$ cat src/rtl/flappy_pkg.sv
`default_nettype none
// ============================================================================
// Package : flappy_pkg
// Game state encoding, default geometry/physics and LFSR constants.
// Revision: 1.0
// ============================================================================
package flappy_pkg;

  typedef enum logic [1:0] {
    IDLE = 2'd0,
    PLAY = 2'd1,
    DEAD = 2'd2
  } game_state_t;

  localparam int c_num_pipes    = 2;
  localparam int c_v_res        = 480;
  localparam int c_h_res        = 640;
  localparam int c_bird_x       = 160;
  localparam int c_bird_size    = 16;
  localparam int c_pipe_w       = 40;
  localparam int c_gap_h        = 120;
  localparam int c_hole_min     = 40;
  localparam int c_pipe_spacing = 320;
  localparam int c_pipe_speed   = 2;
  localparam int c_gravity      = 1;
  localparam int c_flap_vel     = 8;
  localparam int c_max_fall     = 8;
  localparam int c_score_w      = 8;

  // Fibonacci taps 16,14,13,11 expressed as bit positions 15,13,12,10
  localparam logic [15:0] c_lfsr_seed = 16'hACE1;
  localparam logic [15:0] c_lfsr_taps = 16'hB400;

endpackage
`default_nettype wire

$ cat src/rtl/flappy_lfsr16.sv
`default_nettype none
// ============================================================================
// Module : flappy_lfsr16
// Free-running 16-bit Fibonacci LFSR used for pipe hole placement.
// Revision: 1.0
// ============================================================================
module flappy_lfsr16
  import flappy_pkg::*;
(
  input  logic        clk,
  input  logic        rst,
  output logic [15:0] lfsr
);

  logic [15:0] lfsr_q;
  logic [15:0] lfsr_d;

  always_comb begin
    lfsr_d = {lfsr_q[14:0], ^(lfsr_q & c_lfsr_taps)};
  end

  always_ff @(posedge clk or posedge rst) begin
    if (rst) lfsr_q <= c_lfsr_seed;
    else     lfsr_q <= lfsr_d;
  end

  assign lfsr = lfsr_q;

endmodule
`default_nettype wire

$ cat src/rtl/flappy_game_ctrl_multi.sv
`default_nettype none
// ============================================================================
// Module : flappy_game_ctrl_multi
// Multi-pipe flappy game controller, updated once per v_sync frame tick.
// Define SPEEDUP_EN to raise pipe speed by one pixel every 8 points.
// Revision: 1.0
// ============================================================================
module flappy_game_ctrl_multi
  import flappy_pkg::*;
#(
  parameter int NUM_PIPES    = c_num_pipes,
  parameter int V_RES        = c_v_res,
  parameter int H_RES        = c_h_res,
  parameter int BIRD_X       = c_bird_x,
  parameter int BIRD_SIZE    = c_bird_size,
  parameter int PIPE_W       = c_pipe_w,
  parameter int GAP_H        = c_gap_h,
  parameter int HOLE_MIN     = c_hole_min,
  parameter int PIPE_SPACING = c_pipe_spacing,
  parameter int PIPE_SPEED   = c_pipe_speed,
  parameter int GRAVITY      = c_gravity,
  parameter int FLAP_VEL     = c_flap_vel,
  parameter int MAX_FALL     = c_max_fall,
  parameter int SCORE_W      = c_score_w
) (
  input  logic                    clk,
  input  logic                    rst,
  input  logic                    v_sync,
  input  logic                    button,
  output logic [8:0]              bird_y,
  output logic [NUM_PIPES*10-1:0] pipe_x,
  output logic [NUM_PIPES*9-1:0]  hole_y,
  output logic [SCORE_W-1:0]      score,
  output logic [1:0]              state,
  output logic                    frame_tick
);

  localparam logic [8:0] c_bird_y_rst = 9'((V_RES - BIRD_SIZE) / 2);
  localparam logic [8:0] c_hole_y_rst = 9'((V_RES - GAP_H) / 2);
  localparam int         c_wrap_add   = NUM_PIPES * PIPE_SPACING;
  localparam int         c_score_max  = (1 << SCORE_W) - 1;

  function automatic logic [9:0] pipe_rst_x(input int idx);
    return 10'(H_RES + idx * PIPE_SPACING);
  endfunction

  game_state_t        state_q, state_d;
  logic               vs_q, btn_s1_q, btn_s2_q, btn_s3_q;
  logic               flap_req_q, flap_req_d;
  logic signed [5:0]  vel_q, vel_d, vel_nx;
  logic [8:0]         bird_y_q, bird_y_d, bird_nx;
  logic [9:0]         pipe_x_q [NUM_PIPES];
  logic [9:0]         pipe_x_d [NUM_PIPES];
  logic [9:0]         pipe_nx  [NUM_PIPES];
  logic [8:0]         hole_y_q [NUM_PIPES];
  logic [8:0]         hole_y_d [NUM_PIPES];
  logic [8:0]         hole_nx  [NUM_PIPES];
  logic [SCORE_W-1:0] score_q, score_d, score_nx;
  logic [15:0]        lfsr;
  logic               tick, btn_rise, floor_hit, pipe_hit, play_dead, do_play;

  flappy_lfsr16 u_lfsr (
    .clk  (clk),
    .rst  (rst),
    .lfsr (lfsr)
  );

  assign tick      = vs_q & ~v_sync;
  assign btn_rise  = btn_s2_q & ~btn_s3_q;
  assign play_dead = floor_hit | pipe_hit;

  // Candidate state for a PLAY tick; only committed when do_play is set.
  always_comb begin : p_physics
    int spd, vel_sum, bird_sum, old_x, new_x, n_wrap, n_cross, score_sum;
    logic [7:0] rnd;
    spd = PIPE_SPEED;
`ifdef SPEEDUP_EN
    spd = PIPE_SPEED + int'(score_q >> 3);
    if (spd > 2 * PIPE_SPEED) spd = 2 * PIPE_SPEED;
`endif
    vel_sum = int'(vel_q) + GRAVITY;
    if (vel_sum > MAX_FALL) vel_sum = MAX_FALL;
    if (flap_req_q) vel_sum = -FLAP_VEL;
    vel_nx = 6'(vel_sum);

    bird_sum = int'(bird_y_q) + vel_sum;
    if (bird_sum < 0) bird_sum = 0;
    floor_hit = (bird_sum + BIRD_SIZE >= V_RES);
    if (floor_hit) bird_sum = V_RES - BIRD_SIZE;
    bird_nx = 9'(bird_sum);

    n_wrap   = 0;
    n_cross  = 0;
    old_x    = 0;
    new_x    = 0;
    rnd      = '0;
    pipe_hit = 1'b0;
    for (int i = 0; i < NUM_PIPES; i++) begin
      old_x      = int'(pipe_x_q[i]);
      hole_nx[i] = hole_y_q[i];
      if (old_x < spd) begin
        // Successive wrapping pipes in one tick take successive LFSR bytes.
        rnd        = n_wrap[0] ? lfsr[15:8] : lfsr[7:0];
        new_x      = old_x + c_wrap_add - spd;
        hole_nx[i] = 9'(HOLE_MIN + int'(rnd));
        n_wrap     = n_wrap + 1;
      end else begin
        new_x = old_x - spd;
      end
      pipe_nx[i] = 10'(new_x);
      if ((old_x + PIPE_W > BIRD_X) && (new_x + PIPE_W <= BIRD_X)) n_cross = n_cross + 1;
      if ((new_x < BIRD_X + BIRD_SIZE) && (new_x + PIPE_W > BIRD_X) &&
          ((bird_sum < int'(hole_nx[i])) || (bird_sum + BIRD_SIZE > int'(hole_nx[i]) + GAP_H)))
        pipe_hit = 1'b1;
    end

    score_sum = int'(score_q) + n_cross;
    if (score_sum > c_score_max) score_sum = c_score_max;
    score_nx = SCORE_W'(score_sum);
  end

  always_comb begin : p_next_state
    state_d = state_q;
    unique case (state_q)
      IDLE:    if (tick && flap_req_q) state_d = play_dead ? DEAD : PLAY;
      PLAY:    if (tick && play_dead)  state_d = DEAD;
      DEAD:    if (tick && flap_req_q) state_d = IDLE;
      default: state_d = IDLE;
    endcase
  end

  always_comb begin : p_datapath
    do_play    = tick && ((state_q == PLAY) || ((state_q == IDLE) && flap_req_q));
    flap_req_d = (flap_req_q & ~tick) | btn_rise;
    vel_d      = vel_q;
    bird_y_d   = bird_y_q;
    pipe_x_d   = pipe_x_q;
    hole_y_d   = hole_y_q;
    score_d    = score_q;
    if (do_play) begin
      vel_d    = vel_nx;
      bird_y_d = bird_nx;
      pipe_x_d = pipe_nx;
      hole_y_d = hole_nx;
      if (!play_dead) score_d = score_nx;
    end else if (tick && (state_q == DEAD) && flap_req_q) begin
      vel_d    = '0;
      bird_y_d = c_bird_y_rst;
      score_d  = '0;
      for (int i = 0; i < NUM_PIPES; i++) begin
        pipe_x_d[i] = pipe_rst_x(i);
        hole_y_d[i] = c_hole_y_rst;
      end
    end
  end

  always_ff @(posedge clk or posedge rst) begin : p_state_reg
    if (rst) state_q <= IDLE;
    else     state_q <= state_d;
  end

  always_ff @(posedge clk or posedge rst) begin : p_regs
    if (rst) begin
      vs_q       <= 1'b1;
      btn_s1_q   <= 1'b0;
      btn_s2_q   <= 1'b0;
      btn_s3_q   <= 1'b0;
      flap_req_q <= 1'b0;
      vel_q      <= '0;
      bird_y_q   <= c_bird_y_rst;
      score_q    <= '0;
      for (int i = 0; i < NUM_PIPES; i++) begin
        pipe_x_q[i] <= pipe_rst_x(i);
        hole_y_q[i] <= c_hole_y_rst;
      end
    end else begin
      vs_q       <= v_sync;
      btn_s1_q   <= button;
      btn_s2_q   <= btn_s1_q;
      btn_s3_q   <= btn_s2_q;
      flap_req_q <= flap_req_d;
      vel_q      <= vel_d;
      bird_y_q   <= bird_y_d;
      score_q    <= score_d;
      pipe_x_q   <= pipe_x_d;
      hole_y_q   <= hole_y_d;
    end
  end

  always_comb begin : p_outputs
    bird_y     = bird_y_q;
    score      = score_q;
    state      = state_q;
    frame_tick = tick;
  end

  generate
    for (genvar g = 0; g < NUM_PIPES; g++) begin : g_pack
      assign pipe_x[10*g +: 10] = pipe_x_q[g];
      assign hole_y[9*g +: 9]   = hole_y_q[g];
    end
  endgenerate

endmodule
`default_nettype wire
$ cat config.mk
export PLATFORM = sky130hd
export DESIGN_NAME = flappy_game_ctrl_multi
export DESIGN_NICKNAME = d
export VERILOG_FILES = /design/src/rtl/flappy_pkg.sv /design/src/rtl/flappy_lfsr16.sv /design/src/rtl/flappy_game_ctrl_multi.sv
export SDC_FILE = /design/constraint.sdc
export NUM_CORES = 1
export LEC_CHECK = 0
export CAP_MARGIN = 5
export CORE_MARGIN = 10
export CORE_UTILIZATION = 60
export DETAILED_ROUTE_END_ITERATION = 8
export GPL_ROUTABILITY_DRIVEN = 0
export MAX_ROUTING_LAYER = met4
export PLACE_DENSITY = 0.83
export SLEW_MARGIN = 20
export SYNTH_ARGS = -nofsm -noshare
export SYNTH_HDL_FRONTEND = slang
export SYNTH_SLANG_ARGS = --single-unit
$ cat constraint.sdc
create_clock -name clk -period 14.7 [get_ports clk]
set_clock_uncertainty 0.1 [all_clocks]
set_input_delay 2.205 -clock clk [delete_from_list [all_inputs] [get_ports clk]]
set_output_delay 2.205 -clock clk [all_outputs]
set_load 0.005 [all_outputs]
==> impl_summary.md <==
Power and ir drop
The cell-internal power is 0.780 mW. Of the total power, the clock network draws 0.109. The share of total power dissipated in sequential elements is 0.244.

The leakage dissipation is 3.32 nW. The peak supply drop is 159 uV. The switching share of power is 0.485. The switching power summed over all nets is 0.735 mW. The part of the power in combinational logic is 0.647. The power density normalized to cell area is 202 mW/mm^2.

Detailed routing
The detailed router placed 6130 vias in this run. Once detail routing completed, the nets flagged for antenna violations numbered 0. Dividing the detail-routed via count by the number of cells gives 6.40. The routed wire length is 18100 um. After detailed routing, the number of remaining DRC violations is 1. For this run, the detailed router's first-pass iteration total came to 9. The first routing iteration left 829 violations.

In the final routed layout, each cell accounts on average for 18.9 um.

Synthesis
The largest family of logic cells by synthesized area is compound AO/OA/AOI/OAI gates. The post-synthesis compound-gate area fraction is 0.209. Of the total synthesized cell area, the portion taken by full adders, half adders and majority gates is 0.162.

By count the netlist is led by ha_1, nand2_1, o21ai_0. The count of state elements after synthesis is 82. Of all cell types, the one taking the most synthesized area is dfrtp_1. In this run the cell area of the synthesized design comes to 0.00657 mm^2.

The share of synthesized area in the top cell type comes to 0.210. The average instance in the mapped netlist occupies 8.67 um^2. The count of distinct cell types in the synthesized netlist is 72. The Yosys step of the flow raised 0 warnings.

The fraction of synthesized cell area in xor and xnor cells is 0.0463. Of all flip-flops after synthesis, the portion carrying an async set or reset was 1.00. Yosys attributes the largest share of cell area to dfrtp_1, ha_1, dfstp_2. Among all flip-flop cells after synthesis, the most frequent one is dfrtp_1. Synthesis produced a netlist whose cell count is 757.

The number of enable-type register cells in the synthesized netlist is 0. The simple-gate share of the synthesized area is 0.197. The share of synthesized area occupied by flip-flops and latches is 0.318. The portion of netlist area occupied by mux cells is 0.0263.

Placement
Counting tap cells, the placed design contains a total of 942 instances. The detailed-placement wirelength estimate is 13200 um. The number of input and output port buffers inserted is 59.

Final layout
Summing all multi-input logic gate instances after layout gives 0.00429 mm^2. After filler insertion, the fill cell instance count of the layout stands at 851. Once layout is complete, the cells apart from fillers number 958. The synthesis-to-layout area growth is 14.0%. In the final design database the tool counted 901 nets. The fraction of layout instances using a drive strength above 1 is 0.0868.

Registers take 0.00209 mm^2. The repair_antennas step left the layout with diodes totalling 0.

Floorplanning
The die covers 0.0155 mm^2. The core footprint is 0.0108 mm^2. For this configuration, the core starts out at a cell density of 0.608. The number of placed I/O pins is 62. After floorplanning, the core was divided into 38 placement rows.

From bottom edge to top edge, the die measures 125 um. Measured along the x axis, the die boundary spans 125 um.

Setup path
The data arrival time at the worst-slack endpoint is 8.97 ns. The top fanout value on the critical path is 7. The cell repeated most along the worst path is ha_1.

The worst setup path is launched from a flip-flop. The critical path class is reg2reg. STA puts the critical path data required time at 14.88 ns. The critical path contains buffers and inverters numbering 2 combined. The cell at the slowest stage of the critical path is dfrtp_1.

The kind of cell with the highest combined delay along the critical path is compound AO/OA/AOI/OAI gates. STA classifies the critical path endpoint as a flip-flop. In this design, the stage delay of the slowest critical-path cell is 0.44 ns.

STA
The final hold violation count is 0. For the finished layout, the period the worst path requires is 8.79 ns. The number of max-slew violations in the final report was 0. For the pin with the worst max-slew slack, the measured transition is 0.918 ns. The setup total negative slack is 0 ns.

The final-report setup violation count is 0. Of the available clock period, the critical path in the final layout requires 0.598. The relative slew slack is 0.388.

Setup repair after global routing left no endpoint under its margin. The upper clock frequency limit is 114 MHz.

Job
Across the run, the number of max-cap violations was 0.

Global route
The via count of the first global-routing pass is 6001. Global routing finished with a remaining overflow of 0. The overall global routing resource usage is 0.232. Entering global routing, the biggest net connects 83 pins. The number of antenna violations at the first check in global routing is 0.

The first global-routing pass estimated 29500 um of wire.

Status
The flow ran to the end, but the final reports show violations. The final reports fail on DRC.

Clock tree
In this run, post-CTS repair resized a total of 0 instances. Clock-pin slew was measured on the worst setup and hold paths at 0.10 ns. The number of clock buffers inserted by TritonCTS is 9. In this run, post-CTS hold repair placed 0 buffers.

The H-tree was split into 3 levels. TritonCTS built the clock tree. The clock passes through at most 2 buffers. After clock tree synthesis, the setup repair step added 0 buffers.

The number of clock sinks seen by CTS is 82. The cell chosen for the clock root is clkbuf_8. The clock reaches the later pin of the worst-skew pair after 0.39 ns.

Worst hold path
The path type of the worst min-delay path is reg2reg.
layout make-up:
class                      count  share of cell area
clock buffer                  10              0.0184
clock inverter                 6             0.00635
inverter                      36              0.0182
multi-input combinational    622               0.573
sequential                    82               0.279
tap                          140              0.0234
timing repair buffer          62              0.0824
power by group through the flow:
stage | Sequential (mW) | Combinational [mW] | Clock (mW)
after floorplan | 0.339 | 0.685 | 0
after global placement | 0.365 | 0.899 | 0
after detailed placement | 0.369 | 0.944 | 0
after CTS | 0.366 | 0.958 | 0.167
after global routing | 0.378 | 1.08 | 0.175
final | 0.369 | 0.980 | 0.166
cell usage in the layout, fill, tap and decap left out, types with 19 or more instances in the layout:
master / n
dfrtp_1: 55
clkdlybuf4s50_1: 59
nor2_1: 56
ha_1: 82
dfstp_2: 27
o21ai_0: 64
inv_1: 35
xnor2_1: 19
a21oi_1: 57
nand2_1: 81
kinds of logic after synthesis:
group	Yosys count
buf+inv	67
flops	82
xor+xnor	33
other cells	2
compound gates	213
fa+ha+maj	84
simple gates	259
mux	17
worst reg2reg max path: cells and delay by family, from the launching register on:
kind	cells	cell delay [ns]
buf+inv	2	0.12
mux	1	0.27
xor+xnor	1	0.23
flops	1	0.44
fa+ha+maj	6	1.75
compound gates	15	3.08
simple gates	12	2.69
state kept, by name, summed over array words and instances (netlist names):
signal / flops
flap_req_q: 1
u_lfsr.lfsr: 16
vs_q: 1
btn_s2_q: 1
btn_s3_q: 1
state: 2
bird_y: 9
btn_s1_q: 1
vel_q: 6
score: 8
pipe_x: 18
hole_y: 18
routing by layer:
| metal | vias to the layer above | GRT usage | wire [um] |
|---|---|---|---|
| met4 | 0 | 0.0905 | 425 |
| met3 | 49 | 0.0477 | 1300 |
| met1 | 2967 | 0.274 | 7520 |
| met2 | 285 | 0.379 | 8860 |
| met5 | - | - | 0 |
| li1 | 2829 | - | - |
path summary, 6_finish.rpt:
path | endpoint | cells after the start | start | slack (ns)
worst max-delay path | score[0]$_DFFE_PP0P_ | 37 | vel_q[0]$_DFFE_PP0P_ | 5.91
worst min-delay path | btn_s3_q$_DFF_PP0_ | 0 | btn_s2_q$_DFF_PP0_ | 0.28
worst max register to register | score[0]$_DFFE_PP0P_ | 37 | vel_q[0]$_DFFE_PP0P_ | 5.91
worst min register to register | btn_s3_q$_DFF_PP0_ | 0 | btn_s2_q$_DFF_PP0_ | 0.28
max in group asynchronous | vel_q[2]$_DFFE_PP0P_ | 3 | rst | 11.76
min in group asynchronous | score[2]$_DFFE_PP0P_ | 3 | rst | 2.24
metrics by stage:
step	util	hold WS (ns)	cell area (um^2)	total power, mW	setup slack (ns)
after detailed placement	0.675	0.255	7280	1.31	6.18
final	0.694	0.283	7490	1.52	5.91
after global routing	0.694	0.299	7490	1.63	5.28
after global placement	0.675	0.232	7280	1.26	6.67
after floorplan	-	0.231	6620	1.02	7.28
after CTS	0.692	0.282	7470	1.49	6.11
Power figures use the tool's default switching activity.
